[src/rtl/core_ctrl_pkg.sv]
// Shared types and constants for the RV32 multi-cycle control unit:
// FSM state encoding, trap causes, branch fun3 codes and the default reset PC.
package core_ctrl_pkg;

    typedef enum logic [2:0] {
        ST_IDLE      = 3'd0,
        ST_FETCH     = 3'd1,
        ST_DECODE    = 3'd2,
        ST_EXECUTE   = 3'd3,
        ST_WRITEBACK = 3'd4,
        ST_TRAP      = 3'd5
    } state_t;

    typedef enum logic [1:0] {
        CAUSE_NONE          = 2'd0,
        CAUSE_ILLEGAL       = 2'd1,
        CAUSE_FETCH_TIMEOUT = 2'd2,
        CAUSE_MISALIGNED    = 2'd3
    } trap_cause_t;

    localparam logic [2:0] F3_BEQ  = 3'b000;
    localparam logic [2:0] F3_BNE  = 3'b001;
    localparam logic [2:0] F3_BLT  = 3'b100;
    localparam logic [2:0] F3_BGE  = 3'b101;
    localparam logic [2:0] F3_BLTU = 3'b110;
    localparam logic [2:0] F3_BGEU = 3'b111;

    localparam logic [31:0] DEFAULT_RESET_PC = 32'h0000_0000;

endpackage

[src/rtl/core_control_unit_branch_resolver.sv]
// Combinational branch decision from the branch fun3 and the ALU compare result.
// Less-than compares arrive from the ALU as a 0/1 value in bit 0.
module branch_resolver
    import core_ctrl_pkg::*;
(
    input  logic [2:0]  branchT,
    input  logic [31:0] aluResult,
    output logic        taken
);

    always_comb begin
        taken = 1'b0;
        case (branchT)
            F3_BEQ:  taken = (aluResult == '0);
            F3_BNE:  taken = (aluResult != '0);
            F3_BLT:  taken = aluResult[0];
            F3_BLTU: taken = aluResult[0];
            F3_BGE:  taken = ~aluResult[0];
            F3_BGEU: taken = ~aluResult[0];
            default: taken = 1'b0;
        endcase
    end

endmodule

[src/rtl/core_control_unit.sv]
// Multi-cycle fetch/decode/execute/writeback sequencer with PC ownership and sticky traps.
// Define CORE_PERF_COUNTERS_EN to build the 64-bit cycle and retire counters.
module core_control_unit
    import core_ctrl_pkg::*;
#(
    parameter logic [31:0] RESET_PC     = DEFAULT_RESET_PC,
    parameter int unsigned IMEM_TIMEOUT = 255
) (
    input  logic        clk,
    input  logic        rstN,
    input  logic        haltReq,
    output logic        imemReqValid,
    output logic [31:0] imemReqAddr,
    input  logic        imemRespValid,
    input  logic [31:0] imemRespData,
    output logic [31:0] instruction,
    input  logic        isVI,
    input  logic        isRT,
    input  logic        isIT,
    input  logic        isBT,
    input  logic        isJT,
    input  logic        isJump,
    input  logic        enRegWrite,
    input  logic [2:0]  branchT,
    input  logic [31:0] immediateValue,
    input  logic [31:0] rs1Data,
    input  logic [31:0] aluResult,
    output logic [31:0] pc,
    output logic        regWriteEn,
    output logic [31:0] regWriteData,
    output logic        instrRetired,
    output logic        trap,
    output logic [1:0]  trapCause,
    output logic [63:0] cycleCount,
    output logic [63:0] retireCount
);

    localparam logic [7:0] TIMEOUT_LAST = 8'(IMEM_TIMEOUT - 1);

    state_t      state, next_state;
    trap_cause_t cause_q;

    logic [31:0] pc_q, instr_q, next_pc_q, alu_q, imm_q;
    logic [2:0]  branch_t_q;
    logic        is_bt_q, is_jt_q, is_jump_q, en_reg_write_q;
    logic [7:0]  timeout_cnt;
    logic        timeout_hit, taken, misaligned;
    logic [31:0] pc_plus4, rel_target, jalr_target, npc;
    logic        unused_flags;

    // Operand-type flags only matter to the ALU operand mux, not to sequencing.
    assign unused_flags = isRT ^ isIT;

    branch_resolver u_branch (
        .branchT   (branch_t_q),
        .aluResult (aluResult),
        .taken     (taken)
    );

    assign pc_plus4    = pc_q + 32'd4;
    assign rel_target  = pc_q + imm_q;
    assign jalr_target = (rs1Data + imm_q) & ~32'd1;
    assign timeout_hit = (timeout_cnt == TIMEOUT_LAST);

    always_comb begin
        npc = pc_plus4;
        if (is_jt_q)
            npc = rel_target;
        else if (is_jump_q)
            npc = jalr_target;
        else if (is_bt_q && taken)
            npc = rel_target;
    end

    assign misaligned = |npc[1:0];

    always_ff @(posedge clk or negedge rstN) begin
        if (!rstN)
            state <= ST_IDLE;
        else
            state <= next_state;
    end

    always_comb begin
        next_state = state;
        case (state)
            ST_IDLE:      if (!haltReq) next_state = ST_FETCH;
            ST_FETCH: begin
                if (imemRespValid)
                    next_state = ST_DECODE;
                else if (timeout_hit)
                    next_state = ST_TRAP;
            end
            ST_DECODE:    next_state = isVI ? ST_EXECUTE : ST_TRAP;
            ST_EXECUTE:   next_state = misaligned ? ST_TRAP : ST_WRITEBACK;
            ST_WRITEBACK: next_state = haltReq ? ST_IDLE : ST_FETCH;
            ST_TRAP:      next_state = ST_TRAP;
            default:      next_state = ST_IDLE;
        endcase
    end

    always_comb begin
        imemReqValid = (state == ST_FETCH);
        regWriteEn   = (state == ST_WRITEBACK) && en_reg_write_q;
        instrRetired = (state == ST_WRITEBACK);
        trap         = (state == ST_TRAP);
        regWriteData = (is_jt_q || is_jump_q) ? pc_plus4 : alu_q;
    end

    assign imemReqAddr = pc_q;
    assign pc          = pc_q;
    assign instruction = instr_q;
    assign trapCause   = cause_q;

    // Held at zero outside FETCH, so it is already clear on every FETCH entry.
    always_ff @(posedge clk or negedge rstN) begin
        if (!rstN)
            timeout_cnt <= '0;
        else if (state != ST_FETCH)
            timeout_cnt <= '0;
        else
            timeout_cnt <= timeout_cnt + 8'd1;
    end

    always_ff @(posedge clk or negedge rstN) begin
        if (!rstN) begin
            pc_q           <= RESET_PC;
            instr_q        <= '0;
            next_pc_q      <= '0;
            alu_q          <= '0;
            imm_q          <= '0;
            branch_t_q     <= '0;
            is_bt_q        <= 1'b0;
            is_jt_q        <= 1'b0;
            is_jump_q      <= 1'b0;
            en_reg_write_q <= 1'b0;
            cause_q        <= CAUSE_NONE;
        end else begin
            case (state)
                ST_FETCH: begin
                    if (imemRespValid)
                        instr_q <= imemRespData;
                    else if (timeout_hit)
                        cause_q <= CAUSE_FETCH_TIMEOUT;
                end
                ST_DECODE: begin
                    if (isVI) begin
                        is_bt_q        <= isBT;
                        is_jt_q        <= isJT;
                        is_jump_q      <= isJump;
                        en_reg_write_q <= enRegWrite;
                        branch_t_q     <= branchT;
                        imm_q          <= immediateValue;
                    end else begin
                        cause_q <= CAUSE_ILLEGAL;
                    end
                end
                ST_EXECUTE: begin
                    alu_q     <= aluResult;
                    next_pc_q <= npc;
                    if (misaligned)
                        cause_q <= CAUSE_MISALIGNED;
                end
                ST_WRITEBACK: pc_q <= next_pc_q;
                default: ;
            endcase
        end
    end

`ifdef CORE_PERF_COUNTERS_EN
    logic [63:0] cycle_q, retire_q;

    always_ff @(posedge clk or negedge rstN) begin
        if (!rstN) begin
            cycle_q  <= '0;
            retire_q <= '0;
        end else begin
            cycle_q <= cycle_q + 64'd1;
            if (state == ST_WRITEBACK)
                retire_q <= retire_q + 64'd1;
        end
    end

    assign cycleCount  = cycle_q;
    assign retireCount = retire_q;
`else
    assign cycleCount  = '0;
    assign retireCount = '0;
`endif

endmodule

[config.mk]
export PLATFORM = sky130hd
export DESIGN_NAME = core_control_unit
export DESIGN_NICKNAME = d
export VERILOG_FILES = /design/src/rtl/core_ctrl_pkg.sv /design/src/rtl/core_control_unit_branch_resolver.sv /design/src/rtl/core_control_unit.sv
export SDC_FILE = /design/constraint.sdc
export NUM_CORES = 1
export LEC_CHECK = 0
export CAP_MARGIN = 20
export CORE_MARGIN = 2
export CORE_UTILIZATION = 43
export CTS_BUF_LIST = sky130_fd_sc_hd__clkbuf_16
export DETAILED_ROUTE_END_ITERATION = 12
export GPL_TIMING_DRIVEN = 0
export PLACE_DENSITY = 0.78
export SYNTH_ARGS = -nofsm -noshare
export SYNTH_HDL_FRONTEND = slang
export SYNTH_SLANG_ARGS = --single-unit
[constraint.sdc]
create_clock -name clk -period 2.75 [get_ports clk]
set_clock_uncertainty 0.05 [all_clocks]
set_input_delay 0.4125 -clock clk [delete_from_list [all_inputs] [get_ports clk]]
set_output_delay 0.4125 -clock clk [all_outputs]
set_load 0.005 [all_outputs]
# After elaboration in Yosys (flattened, before gate mapping)
# Cells that the tools add are included.
[word_totals] mem_bits_ro=0 in_bits=142 latchBits=0 ramBits=0 wordCells=69 n_memories=0 output_inout_bits=262 reg_bits=180
[classes] eq_ne=18 addsub=4 div_mod_pow=0 bitwise=1 reduce_logical=15 n_shift=0 mul=0 n_mux=18 magnitude_cmp=0
[ops] operator="$mux W32" count=4
[ops] operator="$add A32 B32 Y32" count=2
[ops] operator="$add A32 B3 Y32 const B" count=1
[ops] operator="$logic_not A32 Y1" count=1
[ops] operator="$reduce_bool A32 Y1" count=1
[ops] operator="$eq A3 B3 Y1 const B" count=6
[ops] operator="$pmux W3 S6" count=1
[ops] operator="$mux W3" count=4
[ops] operator="$add A8 B1 Y8 const B" count=1
[ops] operator="$eq A8 B8 Y1 const B" count=1
[ops] operator="$mux W2" count=4
[ops] operator="$mux W8" count=1
[ops] operator="$ne A2 B2 Y1 const B" count=4
[ops] operator="$eq A3 B1 Y1 const B" count=2
[ops] operator="$eq A3 B2 Y1 const B" count=2
[ops] operator="$logic_not A3 Y1" count=2
[ops] operator="$ne A3 B1 Y1 const B" count=2
[ops] operator="$pmux W2 S3" count=1
[ops] operator="$reduce_and A2 Y1" count=3
[ops] operator="$reduce_or A2 Y1" count=3
[ops] operator="$reduce_and A5 Y1" count=1
[ops] operator="$pmux W1 S4" count=1
[ops] operator="$reduce_bool A3 Y1" count=1
[ops] operator="$logic_and A1 B1 Y1" count=2
[ops] operator="4 further kinds" count=5

# Depth between registers and ports, before layout
# Gate-level depths: netlist of the first run.
[logic_depth] word_depth=10 ltp_mapped=13 ltp_nobuf=13

# Cells and area by module
# A second synthesis of the first run with hierarchy kept.
[unflattened] cells_unflattened=1427 hier_area_um2=12826.1
[by_module_without_submodules] mod="core_control_unit" cells_per_inst=1411 seq_area_each_um2=4504.3 area_each_um2=12703.4 n_inst=1
[by_module_without_submodules] mod="branch_resolver" cells_per_inst=16 seq_area_each_um2=0.0 area_each_um2=122.6 n_inst=1

# Worst setup path before layout of the first run
# No wires, ideal clock.
[synth_path] path_kind="reg2reg" from="reg pc_q[2], in the netlist imemReqAddr[2]" to="reg next_pc_q[31]" setup_slack_ns=-0.211 n_path_buf=0 period_less_slack_ns=2.961 stages_incl_launch_ff=12 t_required_ns=2.613 t_arrival_ns=2.824 setup_ns=0.087 cell_sequence="dfrtp_1 -> ha_1 -> o211ai_1 -> o21ai_1 -> o2111ai_2 -> a311oi_1 -> and4bb_1 -> nor2_1 -> a41o_1 -> or4_1 -> a31o_1 -> a22oi_1"
[synth_via] elab_chain_cells=4 elab_cells_between_ends=5 classes_between="2 x add/sub; 3 x mux"
[synth_lines] item="start: declaration" line="core_control_unit.sv:43" text="logic [31:0] pc_q, instr_q, next_pc_q, alu_q, imm_q;"
[synth_lines] item="start signal: assignment" line="core_control_unit.sv:164" text="ST_WRITEBACK: pc_q <= next_pc_q;"
[synth_lines] item="$add A32 B3 Y32 or $add A32 B32 Y32 (tied branches)" line="core_control_unit.sv:60, core_control_unit.sv:61"
[synth_lines] item="$mux W32" line="core_control_unit.sv:71" text="else if (is_bt_q && taken)"
[synth_lines] item="$mux W32" line="core_control_unit.sv:69" text="else if (is_jump_q)"
[synth_lines] item="$mux W32 *" line="core_control_unit.sv:67" text="if (is_jt_q)"
[synth_lines] item="end signal: assignment" line="core_control_unit.sv:160" text="next_pc_q <= npc;"
[synth_lines] item="end: declaration" line="core_control_unit.sv:43"
# Mark *: on every way between the ends. The rest lies on a longest branch, timed or not.
# A chain may end at the register's enable or synchronous reset.

# Worst setup path after layout of the first run
[layout_path] from="reg imm_q[1]" to="reg next_pc_q[31]"
[layout_via] elab_chain_cells=4 elab_cells_between_ends=5 classes_between="2 x add/sub; 3 x mux"
[layout_lines] item="start: declaration" line="core_control_unit.sv:43"
[layout_lines] item="start signal: assignment" line="core_control_unit.sv:153" text="imm_q <= immediateValue;"
[layout_lines] item="$add A32 B32 Y32" line="core_control_unit.sv:61" text="assign rel_target = pc_q + imm_q;"
[layout_lines] item="$mux W32" line="core_control_unit.sv:71"
[layout_lines] item="$mux W32" line="core_control_unit.sv:69"
[layout_lines] item="$mux W32 *" line="core_control_unit.sv:67"
# Marks and branches as above.

==> results summary, run 1 <==
Dividing the detail-routed via count by the number of cells gives 5.55. Dividing the detail-routed wire length by the instance count gives 20.3 um. Along the worst path, the maximum fanout reaches 3. The shortest period the worst path allows came out at 3.26 ns. Counting instances in the post-synthesis netlist gives the leading cell types as sky130_fd_sc_hd__nand2_1, sky130_fd_sc_hd__dfrtp_1, sky130_fd_sc_hd__buf_4. The final layout contains 2177 nets.

The final reports fail on negative setup slack. CTS saw 180 sinks. The share of the cycle needed by the critical path after routing came out at 118%.

Setup repair after global routing could not meet its margin everywhere. The count of standard-cell rows came out at 63. In the global route stage, met3 resource usage came out at 8.46%.

The total length of routed wires is 48300 um. The remaining global-route overflow came out at 0. STA classifies the critical path startpoint as a flop. Once layout is done, the placed cells without fillers occupy 0.0193 mm^2. In the post-synthesis netlist, the biggest area contributors are sky130_fd_sc_hd__dfrtp_1, sky130_fd_sc_hd__buf_4, sky130_fd_sc_hd__mux2_2. The residual DRC count is 0. Yosys mapped a number of flops with a built-in enable equal to 0. The count of mapped cells out of synthesis is 1444. Of the post-synthesis cell area, the dominant cell type holds 35.3%. The vertical die dimension is 176 um. The placeable core area is 0.0295 mm^2. The most common cell in the synthesized netlist is sky130_fd_sc_hd__nand2_1. The number of max-capacitance violations reported came out at 0.

The via count of the first global-routing pass came to 12.4k. TritonCTS built the clock tree. Entering global routing, the biggest net connects 109 pins. The clock reaches the later pin of the worst-skew pair after 0.46 ns. In this run the tool buffered the top-level ports with 273 buffer cells. The flow ran to the end, but the final reports show violations. The overall track demand over capacity in global routing is 29.4%. The slew of the pin with the lowest slew margin came out at 0.875 ns. The number of antenna violations at the first check in global routing is 3. The final RePlAce weighted congestion is 0.934. The total CTS buffers is 17.

The boundary pin count came out at 404. In this run the critical register-to-register path is captured at next_pc_q[31]. The routing usage on met1 came out at 36.5%.

The areal power density over the cells is 1280 mW/mm^2. The detail route stage leaves a number of antenna-violating nets equal to 0. Summed over all nets, the half-perimeter wirelength after detailed placement is 33500 um. The count of final setup violators is 42. The multi-input gate area in the final layout is 0.00848 mm^2. The starting density of the core came out at 43.3%. The max-slew violation count is 0. The first-pass GRT wire length is 69600 um. The fraction of layout instances using a drive strength above 1 is 33.3%. The worst setup path is of the flop to flop kind. Measured in cells, the most critical reg-to-reg path has a length of 12.

The critical path data arrival time came out at 3.58 ns. The floorplan step defined a die boundary enclosing 0.0311 mm^2. The floorplan step set the die width to 176 um.

In this run, synthesis produced a sequential element count of 180. The detailed router's first-iteration violation count came out at 1417. The achievable clock frequency is 0.307 GHz. The layer flagged by global routing as most heavily used is met2. The tightest min-delay check is of the primary input to flop type. The sort of element at the end of the critical path is a flop.

The hold violation count in the final report is 0. Global routing consumed, on the met2 layer, 47.9% of the routing resources. After synthesis the cells add up to 0.0128 mm^2. In the synthesized netlist the dominant register cell turns out to be sky130_fd_sc_hd__dfrtp_1. Cells fill 65.4% of the core in the end.

Setup slack on the critical path of the routed design comes to -0.505 ns. The largest total area in the synthesized netlist belongs to sky130_fd_sc_hd__dfrtp_1. The relative slew slack is 41.7%.

The worst register-to-register path begins at imm_q[1]. The async set-or-reset flop fraction in the synthesized netlist came out at 100%. The synthesized area divided by synthesized cell count is 8.85 um^2. Once placement finished, the instance area stood at 0.0166 mm^2.

The clock-pin slew on the worst setup and hold paths is 0.09 ns. The buffer levels on the longest clock path is 2. The count of synthesis-stage warnings from yosys came out at 0. The worst-case hold path end point is alu_q[2].

In the final layout, flip-flops and latches occupy 0.00453 mm^2. The total leakage power is 8.82 nW. The H-tree depth reported by CTS is 4.

The number of cells traversed by the worst hold path is 3. The area growth from synthesis to layout is 50.8%. The required arrival time at the worst endpoint is 3.08 ns. The count of vias placed by the detailed router is 13.2k. The slack of the worst reg-to-reg path came out at -0.51 ns. The number of detailed-route iterations in the first pass is 8.

The beginning of the worst hold path is aluResult[2]. The root buffer cell chosen for the clock tree is sky130_fd_sc_hd__clkbuf_16. The post-synthesis cell type count came out at 65. The filler cell count is 2322. The worst vdd rail ir drop came out at 0.672 mV.

The post-placement setup slack is -1.60 ns. The sequential cell area fraction in the yosys report came out at 35.3%.
-- worst max path at each step --
| stage | startpoint | end | slack, ns | depth (start not counted) |
|---|---|---|---|---|
| 2_1_floorplan | imemReqAddr[0] | next_pc_q[24] | -0.05 | 13 |
| 3_3_place_gp | rstN | imemReqAddr[2] | -7.03 | 1 |
| 3_5_place_dp | rs1Data[1] | next_pc_q[26] | -1.60 | 13 |
| 4_1_cts | imemReqAddr[2] | next_pc_q[31] | -0.43 | 12 |
| 5_1_grt | imemReqAddr[3] | next_pc_q[31] | -0.56 | 13 |
| 6_report | imm_q[1] | next_pc_q[31] | -0.51 | 12 |
-- timing repair --
action / 4_1_cts / 5_1_grt
hold buffers: 1 / 0
endpoints found under the setup margin: 82 / 96
hold endpoints to repair: 72 / 0
pin swaps: 82 / 55
setup buffers: 69 / 40
gates cloned: 1 / 0
gates resized for setup: 287 / 143
-- layer usage --
metal  vias to the layer above  share of wire [%]
met2                       914                 46
li1                       5840                  -
met3                       183                 11
met4                         2                4.5
met1                      6240                 38
met5                         -              0.027
-- flip-flops by register name, indices dropped and copies added, names as in the netlist --
| name | cells |
|---|---|
| alu_q | 32 |
| branch_t_q | 3 |
| en_reg_write_q | 1 |
| imemReqAddr | 32 |
| imm_q | 32 |
| instruction | 32 |
| is_bt_q | 1 |
| is_jt_q | 1 |
| is_jump_q | 1 |
| next_pc_q | 32 |
| state | 3 |
| timeout_cnt | 8 |
| trapCause | 2 |
-- cell usage in the layout (no fill, tap or decap), types with 12 or more instances in the layout --
| master | synthesis | layout |
|---|---|---|
| sky130_fd_sc_hd__a21o_1 | 24 | 24 |
| sky130_fd_sc_hd__a21oi_1 | 114 | 79 |
| sky130_fd_sc_hd__a21oi_2 | 0 | 35 |
| sky130_fd_sc_hd__and3_1 | 22 | 18 |
| sky130_fd_sc_hd__buf_2 | 0 | 20 |
| sky130_fd_sc_hd__buf_4 | 160 | 245 |
| sky130_fd_sc_hd__buf_6 | 0 | 24 |
| sky130_fd_sc_hd__clkbuf_1 | 42 | 23 |
| sky130_fd_sc_hd__clkbuf_16 | 0 | 17 |
| sky130_fd_sc_hd__clkbuf_2 | 0 | 12 |
| sky130_fd_sc_hd__clkdlybuf4s50_1 | 0 | 233 |
| sky130_fd_sc_hd__conb_1 | 1 | 128 |
| sky130_fd_sc_hd__dfrtp_1 | 180 | 157 |
| sky130_fd_sc_hd__dfrtp_2 | 0 | 23 |
| sky130_fd_sc_hd__dlymetal6s2s_1 | 0 | 13 |
| sky130_fd_sc_hd__ha_1 | 64 | 49 |
| sky130_fd_sc_hd__ha_4 | 0 | 12 |
| sky130_fd_sc_hd__inv_1 | 27 | 25 |
| sky130_fd_sc_hd__mux2_2 | 103 | 102 |
| sky130_fd_sc_hd__nand2_1 | 192 | 181 |
| sky130_fd_sc_hd__nand3_1 | 26 | 20 |
| sky130_fd_sc_hd__nand4_1 | 12 | 12 |
| sky130_fd_sc_hd__nor2_1 | 106 | 92 |
| sky130_fd_sc_hd__nor3_1 | 26 | 24 |
| sky130_fd_sc_hd__o21a_1 | 15 | 15 |
| sky130_fd_sc_hd__o21ai_0 | 58 | 42 |
| sky130_fd_sc_hd__o21ai_1 | 10 | 15 |
| sky130_fd_sc_hd__xnor2_1 | 44 | 31 |
| sky130_fd_sc_hd__xor2_1 | 33 | 17 |
| sky130_fd_sc_hd__xor2_2 | 0 | 14 |
-- critical path, stage by stage (launching register included) --
cell and delay [ns]:
sky130_fd_sc_hd__dfrtp_1 0.38, sky130_fd_sc_hd__buf_4 0.16, sky130_fd_sc_hd__ha_4 0.24, sky130_fd_sc_hd__a211oi_2 0.25
sky130_fd_sc_hd__o21ai_2 0.13, sky130_fd_sc_hd__o2111ai_2 0.28, sky130_fd_sc_hd__a311oi_2 0.19, sky130_fd_sc_hd__and4bb_2 0.39
sky130_fd_sc_hd__nor2_2 0.05, sky130_fd_sc_hd__a41o_1 0.24, sky130_fd_sc_hd__or4_4 0.49, sky130_fd_sc_hd__a31o_1 0.19
sky130_fd_sc_hd__a22oi_1 0.13
-- power breakdown --
group / internal [W] / switching, W / total [W]
Combinational: 0.00822 / 0.00865 / 0.0169
Sequential: 0.00395 / 0.00135 / 0.00530
Clock: 0.00122 / 0.00130 / 0.00252
Total: 0.0134 / 0.0113 / 0.0247
-- cell type report --
type                    instances  share of cell area [%]
multi-input cells            1153                    44.0
flip-flops and latches        180                    23.5
repair buffers                382                    18.7
plain buffers                 207                    7.59
well taps                     390                    2.53
clock buffers                  17                    2.21
clock inverters                14                   0.864
inverters                      28                   0.558
diodes                          2                  0.0260
-- kinds of logic after synthesis --
| logic type | count (synthesis) | share of synthesized area, % |
|---|---|---|
| AO/OA/AOI/OAI | 319 | 15.5 |
| XOR/XNOR | 77 | 5.28 |
| adder cells (fa/ha/maj) | 66 | 6.58 |
| buffers and inverters | 239 | 11.7 |
| flip-flops | 180 | 35.3 |
| multiplexers | 112 | 9.78 |
| other | 1 | 0.0294 |
| AND/OR/NAND/NOR | 450 | 15.9 |
-- per-stage QoR --
step | power, W | std cells | setup TNS (ns) | hold slack, ns
global placement | 0.0186 | 2234 | -1227.67 | 0.405
floorplan | 0.0133 | 1571 | -0.180 | 0.0669
CTS | 0.0228 | 2333 | -5.42 | 0.375
finish | 0.0247 | 2373 | -10.21 | 0.194
global route | 0.0260 | 2371 | -13.26 | 0.210
detailed placement | 0.0188 | 2235 | -67.75 | 0.370
No activity file was read; power rests on OpenSTA's default activity.
==> run 2: changes to the inputs <==
PLACE_DENSITY = 0.85   (was 0.78)
SKIP_LAST_GASP = 1   (was default)
==> run 2 against run 1 <==
  * The run still ends with negative setup slack left
  * Wire length down 0.19%
  * Total power grew 3.2%
  * Global-route usage increased by 0.48 points
  * Critical path type unchanged
  * Critical endpoint unchanged
  * Largest power group unchanged
  * Highest routed layer is now met4
==> results summary, run 2 (synthesized netlist as in run 1, its figures left out) <==
The run finished, with violations left. The final reports fail on negative setup slack. The worst setup path is launched from a flop. The via count of the first global-routing pass was 12.6k.

The remaining global-route overflow is 0. The fraction of layout instances using a drive strength above 1 is 34.2%. The share of the cycle needed by the critical path after routing is 120%. The synthesis-to-layout area growth came out at 52.9%. The number of antenna violations at the first check in global routing is 0. The largest fanout of any net on the critical path came out at 4.

The worst setup path is of the flop to flop kind. STA classifies the critical path endpoint as a flop. The detailed placement HPWL came out at 34400 um. Setup repair after global routing could not meet its margin everywhere. In this run the clock root is driven by a sky130_fd_sc_hd__clkbuf_16.

The max-slew violation count is 0. The total power after layout came out at 0.0255 W. The number of diodes added for antenna fixing came out at 0. The residual DRC count came out at 0. The hold slack came out at 0.236 ns.

The count of nets left with antenna violations after detail routing came out at 0. The multi-input gate area in the final layout is 0.00877 mm^2. The number of clock sinks came out at 180. The tool flagged a number of max-cap violations equal to 0. The vertical die dimension is 176 um.

The slew of the pin with the lowest slew margin is 1.28 ns. In the global route stage, overall resource usage came out at 29.8%. Fill cells in the final layout number 2256.

For this run, the detailed router's first-pass iteration total came to 6. The number of placed instances, taps included came out at 2235. The relative slew slack came out at 14.3%. The first-pass GRT wire length came out at 71200 um. The later pin in the worst-skew pair is clocked with a latency of 0.45 ns. At the end of the flow, the number of nets in the layout was 2177. The hold violation count in the final report is 0.

Clock tree synthesis inserted a total of 17 buffers. The area taken by flip-flops and latches is 0.00453 mm^2. The shortest period the worst path allows is 3.29 ns. The required arrival time at the worst endpoint is 3.08 ns. The critical path data arrival time is 3.62 ns. The ratio of routed vias to standard cells is 5.49.

The buffer levels on the longest clock path came out at 2. The achievable clock frequency is 0.304 GHz. For this configuration, the core starts out at a cell density of 43.3%.

In the layout the commonest cells are sky130_fd_sc_hd__buf_4, sky130_fd_sc_hd__clkdlybuf4s50_1, sky130_fd_sc_hd__nand2_1. The kind of path behind the tightest hold check is primary input to flop. Across all setup checks in the final design, the least slack found is -0.545 ns. The post-layout instance count excluding filler cells came out at 2371. The count of standard-cell rows is 63. Across the VDD grid, the largest voltage drop is 0.762 mV. The count of final setup violators is 38.

The total leakage power came out at 8.78 nW. The count of vias placed by the detailed router came out at 13.0k. The TritonCTS clock tree is built. Leaving out fill and tap cells, the most frequent cell in the layout is sky130_fd_sc_hd__buf_4.

The maximum number of pins on one net before global-route repair is 97. The count of buffers from port buffering came out at 273. The boundary pin count is 404. The detailed router finished its first iteration with 1139 violations. The clock-pin slew on the worst setup and hold paths came out at 0.08 ns.

Wires add up to 48200 um. The areal power density over the cells came out at 1300 mW/mm^2. The H-tree depth reported by CTS came out at 4. The final RePlAce weighted congestion came out at 0.948.

The floorplan die area is 0.0311 mm^2. The wire length per cell came out at 20.3 um. The placeable core area came out at 0.0295 mm^2. The die is 176 um wide.
## run 2: cell count changes in the layout (fill, tap and decap cells not counted), sizes merged, moves of 3 or more
cell,before,now
clkinv,7,2
dlymetal6s2s,13,6
clkbuf,58,53
bufinv,0,3
clkdlybuf4s50,233,241
buf,297,300
## run 2: metal layers
layer	global-route usage, %	wire length [um]	vias to the layer above
li1	-	-	5827
met1	37.1	18300	6181
met2	50.1	22800	848
met3	6.87	5050	158
met4	12.0	2070	0
met5	0	0	-
## run 2: worst paths after layout
check | start | endpoint | slack (ns) | depth (start not counted)
max | imemReqAddr[2] | next_pc_q[31] | -0.54 | 12
min | aluResult[15] | alu_q[15] | 0.24 | 3
max reg2reg | imemReqAddr[2] | next_pc_q[31] | -0.54 | 12
min reg2reg | next_pc_q[28] | next_pc_q[28] | 0.43 | 2
max in group asynchronous | rstN | imemReqAddr[23] | 1.20 | 3
min in group asynchronous | rstN | alu_q[2] | 0.53 | 2
## run 2: final cells by class
| class | instances | share of cell area, % |
|---|---|---|
| Multi-Input combinational cell | 1152 | 44.9 |
| Sequential cell | 180 | 23.2 |
| Timing Repair Buffer | 385 | 18.4 |
| Buffer | 205 | 7.35 |
| Tap cell | 390 | 2.50 |
| Clock buffer | 17 | 2.18 |
| Clock inverter | 14 | 0.980 |
| Inverter | 28 | 0.538 |
## run 2: power breakdown
part           switching (W)  total (W)  internal [W]
clock                0.00125    0.00271       0.00146
sequential           0.00137    0.00532       0.00395
combinational        0.00897     0.0174       0.00847
total                 0.0116     0.0255        0.0139
## run 2: per-stage QoR
step | worst slack, ns | cell area, um^2 | utilization (%) | TNS (ns)
3_5_place_dp | -1.51 | 16600 | 56.3 | -59.28
4_1_cts | -0.420 | 18900 | 64.0 | -5.91
3_3_place_gp | -6.93 | 16600 | 56.2 | -1199.45
5_1_grt | -0.602 | 19500 | 66.3 | -11.04
6_report | -0.545 | 19500 | 66.3 | -8.41
2_1_floorplan | -0.0508 | 13300 | - | -0.180
## run 2: repair_timing
item                                   CTS  global route
gates resized for setup                301           141
pin swaps                               93            84
hold buffers                             1             0
gates cloned                             0             0
setup buffers                           90            32
endpoints found under the hold margin   33             0
setup endpoints to repair               71           122
## run 2: critical path: stages (launching register included)
cell and delay [ns]:
sky130_fd_sc_hd__dfrtp_2 0.45, sky130_fd_sc_hd__buf_6 0.14, sky130_fd_sc_hd__ha_4 0.21, sky130_fd_sc_hd__o211ai_1 0.24, sky130_fd_sc_hd__o21ai_2 0.17, sky130_fd_sc_hd__o2111ai_4 0.30, sky130_fd_sc_hd__a311oi_4 0.18, sky130_fd_sc_hd__and4bb_2 0.39
sky130_fd_sc_hd__nor2_2 0.06, sky130_fd_sc_hd__a41o_1 0.25, sky130_fd_sc_hd__or4_1 0.48, sky130_fd_sc_hd__a31o_1 0.20, sky130_fd_sc_hd__a22oi_2 0.11
==> run 3: changes to the inputs <==
CTS_CLUSTER_DIAMETER = 50   (was default)
SYNTH_HIERARCHICAL = 1   (was default)
==> run 3 against run 2 <==
  * The flow still finishes with violations (negative setup slack)
  * Maximum frequency rose by 8.5%
  * Design area fell by 1.1%
  * First-iteration DRC count rose by 29%
  * Non-clock buffer count fell by 15
  * Worst hold slack got worse by 0.11 ns
  * Clock-buffer cell count did not move
  * Total power fell by 2.1%
  * Sequential power rose by 0.8%
  * Sequential share of layout area rose by 0.30 points
  * Final cell count fell by 1.4%
  * Via count fell by 0.94%
  * Critical endpoint is now next_pc_q[28]
  * Largest cell class unchanged
==> results summary, run 3 <==
The horizontal extent of the die came out at 177 um. By count the netlist is led by sky130_fd_sc_hd__nand2_1, sky130_fd_sc_hd__dfrtp_1, sky130_fd_sc_hd__buf_4. Across every metal layer, demand over resource in global routing totals 29.0%.

The count of final setup violators came out at 29. The H-tree depth reported by CTS is 4. The clock-pin slew on the worst setup and hold paths is 0.08 ns.

The number of max-capacitance violations reported is 0. The largest fanout of any net on the critical path is 5. Setup repair after global routing could not meet its margin everywhere.

The flow ran to the end, but the final reports show violations. The number of clock sinks is 180. The average instance in the mapped netlist occupies 8.99 um^2. The areal power density over the cells is 1290 mW/mm^2. The internal power consumption came out at 0.0134 W. The ratio of routed vias to standard cells is 5.52. The die covers 0.0312 mm^2. The number of diodes added for antenna fixing is 0.

The number of detailed-route iterations in the first pass came out at 5. The detailed placement HPWL is 33600 um. The post-synthesis cell type count came out at 78.

Synthesis inferred 180 register bits. The fraction of power spent switching nets is 46.3%. The share of total power dissipated in sequential elements is 21.5%.

The multi-input gate area in the final layout is 0.00873 mm^2. Summed over all cells, the static leakage comes to 8.66 nW. The shortest period the worst path allows came out at 3.04 ns. In the synthesized netlist, the number of instances is 1427. Counting flops with a built-in enable in the synthesized netlist gives 0. The most used flip-flop cell after synthesis is sky130_fd_sc_hd__dfrtp_1. The worst setup path is of the flop to flop kind. The netlist area before placement is 0.0128 mm^2.

In the synthesized netlist the async set-or-reset flop fraction comes to 100%. The most numerous cell in the Yosys netlist is sky130_fd_sc_hd__nand2_1. The number of antenna violations at the first check in global routing came to 0.

The checks that failed: negative setup slack. The remaining global-route overflow is 0. For this run, design rule violations remaining after detail routing come to 0. Setup slack on the worst reg-to-reg path comes out at -0.29 ns. The biggest area contributor in the post-synthesis netlist is sky130_fd_sc_hd__dfrtp_1.

The TritonCTS clock tree is built. The boundary pin count is 404. The via count of the first global-routing pass came out at 12.4k.

The filler cell count is 2177. The sequential cells in the finished layout cover a total of 0.00454 mm^2. The endpoint identified for the worst register-to-register timing path is next_pc_q[28]. The startpoint class of the critical path is a flop. Once detail routing completed, the nets flagged for antenna violations numbered 0. Summing over every cut layer, the via total after detailed routing is 12.9k. The first-pass GRT wire length came out at 69300 um. The part of the power in combinational logic came out at 68.5%. The vertical die dimension came out at 177 um. For this run, the post-layout net count is 2142. The achievable clock frequency came out at 0.329 GHz.

The count of standard-cell rows came out at 63. After detailed routing, the average wire length per cell comes to 20.9 um. The buffer levels on the longest clock path came out at 2. The hold slack came out at 0.124 ns. Yosys attributes the largest share of cell area to sky130_fd_sc_hd__dfrtp_1, sky130_fd_sc_hd__buf_4, sky130_fd_sc_hd__mux2_2. Relative to the synthesized area, the layout overhead comes to 50.6%.

The count of buffers from port buffering is 273. The share of the cycle needed by the critical path after routing came out at 110%. The slew of the pin with the lowest slew margin is 0.886 ns. The starting density of the core is 43.5%. The total length of routed wires came out at 48700 um. The beginning of the worst hold path is aluResult[30]. The final critical-path setup slack is -0.288 ns. The worst vdd rail ir drop is 0.642 mV. Before CTS, the worst setup slack after placement is -1.56 ns. The critical path data arrival time is 3.34 ns. The detailed router's first-iteration violation count came out at 1464.

The final RePlAce weighted congestion came out at 0.965. The top cell types in the final layout, fill and taps aside, are sky130_fd_sc_hd__buf_4, sky130_fd_sc_hd__clkdlybuf4s50_1, sky130_fd_sc_hd__nand2_1. After floorplanning, the core was sized to cover 0.0295 mm^2. The fraction of post-synthesis cell area in the top cell type by area is 35.1%. For the worst setup path, the data required time is 3.06 ns.

STA classifies the critical path endpoint as a flop. The count of synthesis-stage warnings from yosys is 6. The path class of the tightest hold or removal check is primary input to flop.

The total CTS buffers came out at 17. The sequential cell area fraction in the yosys report came out at 35.1%. The cell count of the worst reg-to-reg path is 12. The fraction of layout instances using a drive strength above 1 came out at 34.0%.

The root buffer cell chosen for the clock tree is sky130_fd_sc_hd__clkbuf_16. The max-slew violation count came out at 0. The maximum number of pins on one net before global-route repair came out at 118. In this run, the clock network consumes 10.0% of the power.

The number of cells traversed by the worst hold path came out at 3. Headroom to the max-slew limit came out at 41.0%. The commonest non-fill, non-tap cell in the layout is sky130_fd_sc_hd__buf_4. Summed over all nets, the switching power comes to 0.0116 W. The hold violation count in the final report was 0.

The clock insertion delay at the later pin of the skew report came out at 0.45 ns. The worst-case hold path end point is alu_q[30]. The worst flop-to-flop path startpoint is imemReqAddr[12].
-- run 3: changes by cell type in the layout (fill, tap and decap cells not counted), sizes merged, moves of 9 or more --
cell / previous run / this run
inv: 36 / 27
dlygate4sd2: 4 / 13
xor2: 33 / 47
buf: 300 / 289
clkdlybuf4s50: 241 / 214
-- run 3: how the worst max path moves through the flow --
stage | from | endpoint | slack (ns) | cells after the start
3_3_place_gp | rstN | imm_q[24] | -6.25 | 1
3_5_place_dp | aluResult[24] | trapCause[0] | -1.56 | 14
4_1_cts | branch_t_q[0] | next_pc_q[30] | -0.21 | 10
2_1_floorplan | aluResult[24] | trapCause[0] | 0.004 | 13
6_report | imemReqAddr[12] | next_pc_q[28] | -0.29 | 12
5_1_grt | imm_q[0] | next_pc_q[28] | -0.32 | 13
-- run 3: worst max-delay path, stage by stage (launching register included) --
cell                        delay [ns]
sky130_fd_sc_hd__dfrtp_2          0.43
sky130_fd_sc_hd__buf_4            0.18
sky130_fd_sc_hd__ha_1             0.40
sky130_fd_sc_hd__o21ai_1          0.26
sky130_fd_sc_hd__nand2b_1         0.12
sky130_fd_sc_hd__a31oi_1          0.35
sky130_fd_sc_hd__a31oi_4          0.08
sky130_fd_sc_hd__a31oi_4          0.27
sky130_fd_sc_hd__o31ai_4          0.13
sky130_fd_sc_hd__buf_4            0.17
sky130_fd_sc_hd__a2111oi_4        0.27
sky130_fd_sc_hd__a31oi_1          0.07
sky130_fd_sc_hd__o211ai_1         0.16
-- run 3: stage by stage --
stage / util [%] / instance area, um^2 / setup TNS (ns) / total power, W / instances
finish: 65.5 / 19300 / -2.88 / 0.0249 / 2337
global route: 65.5 / 19300 / -5.80 / 0.0262 / 2337
CTS: 62.3 / 18400 / -1.55 / 0.0227 / 2311
detailed placement: 56.2 / 16600 / -58.81 / 0.0184 / 2219
global placement: 56.1 / 16500 / -1185.97 / 0.0181 / 2217
floorplan: - / 13300 / 0 / 0.0131 / 1554
-- run 3: timing repair --
item                       4_1_cts  5_1_grt
setup endpoints to repair       69       73
pin swaps                       73       81
hold endpoints to repair        63        0
hold buffers                     1        0
setup buffers                   64       30
resized for setup              299      192
-- run 3: layer usage --
| layer | wire length [um] | global-route usage (%) |
|---|---|---|
| met5 | 0 | 0 |
| met4 | 2380 | 12.3 |
| met3 | 5330 | 7.54 |
| met2 | 23100 | 48.1 |
| met1 | 18000 | 35.8 |
-- run 3: layout make-up --
type                       count  area share [%]
timing repair buffer         368            17.7
clock buffer                  17            2.20
multi-input combinational   1141            45.2
buffer                       207            7.56
clock inverter                15           0.842
sequential                   180            23.5
inverter                      19           0.434
tap                          390            2.53
-- run 3: logic make-up (layout without fill, tap and decap cells) --
logic type,count (synthesis),count (layout),synth area share (%)
compound gates,308,308,15.5
buf+inv,233,626,11.7
other cells,1,128,0.0292
xor+xnor,87,87,5.94
fa+ha+maj,66,66,6.56
flops,180,180,35.1
simple gates,441,441,15.5
mux,111,111,9.68
-- run 3: power groups by stage --
stage | Sequential, W | Clock (W) | Combinational (W)
after floorplan | 0.00483 | 0 | 0.00823
after global placement | 0.00527 | 0 | 0.0129
after detailed placement | 0.00532 | 0 | 0.0131
after CTS | 0.00520 | 0.00249 | 0.0150
after global routing | 0.00547 | 0.00261 | 0.0181
final | 0.00536 | 0.00249 | 0.0171
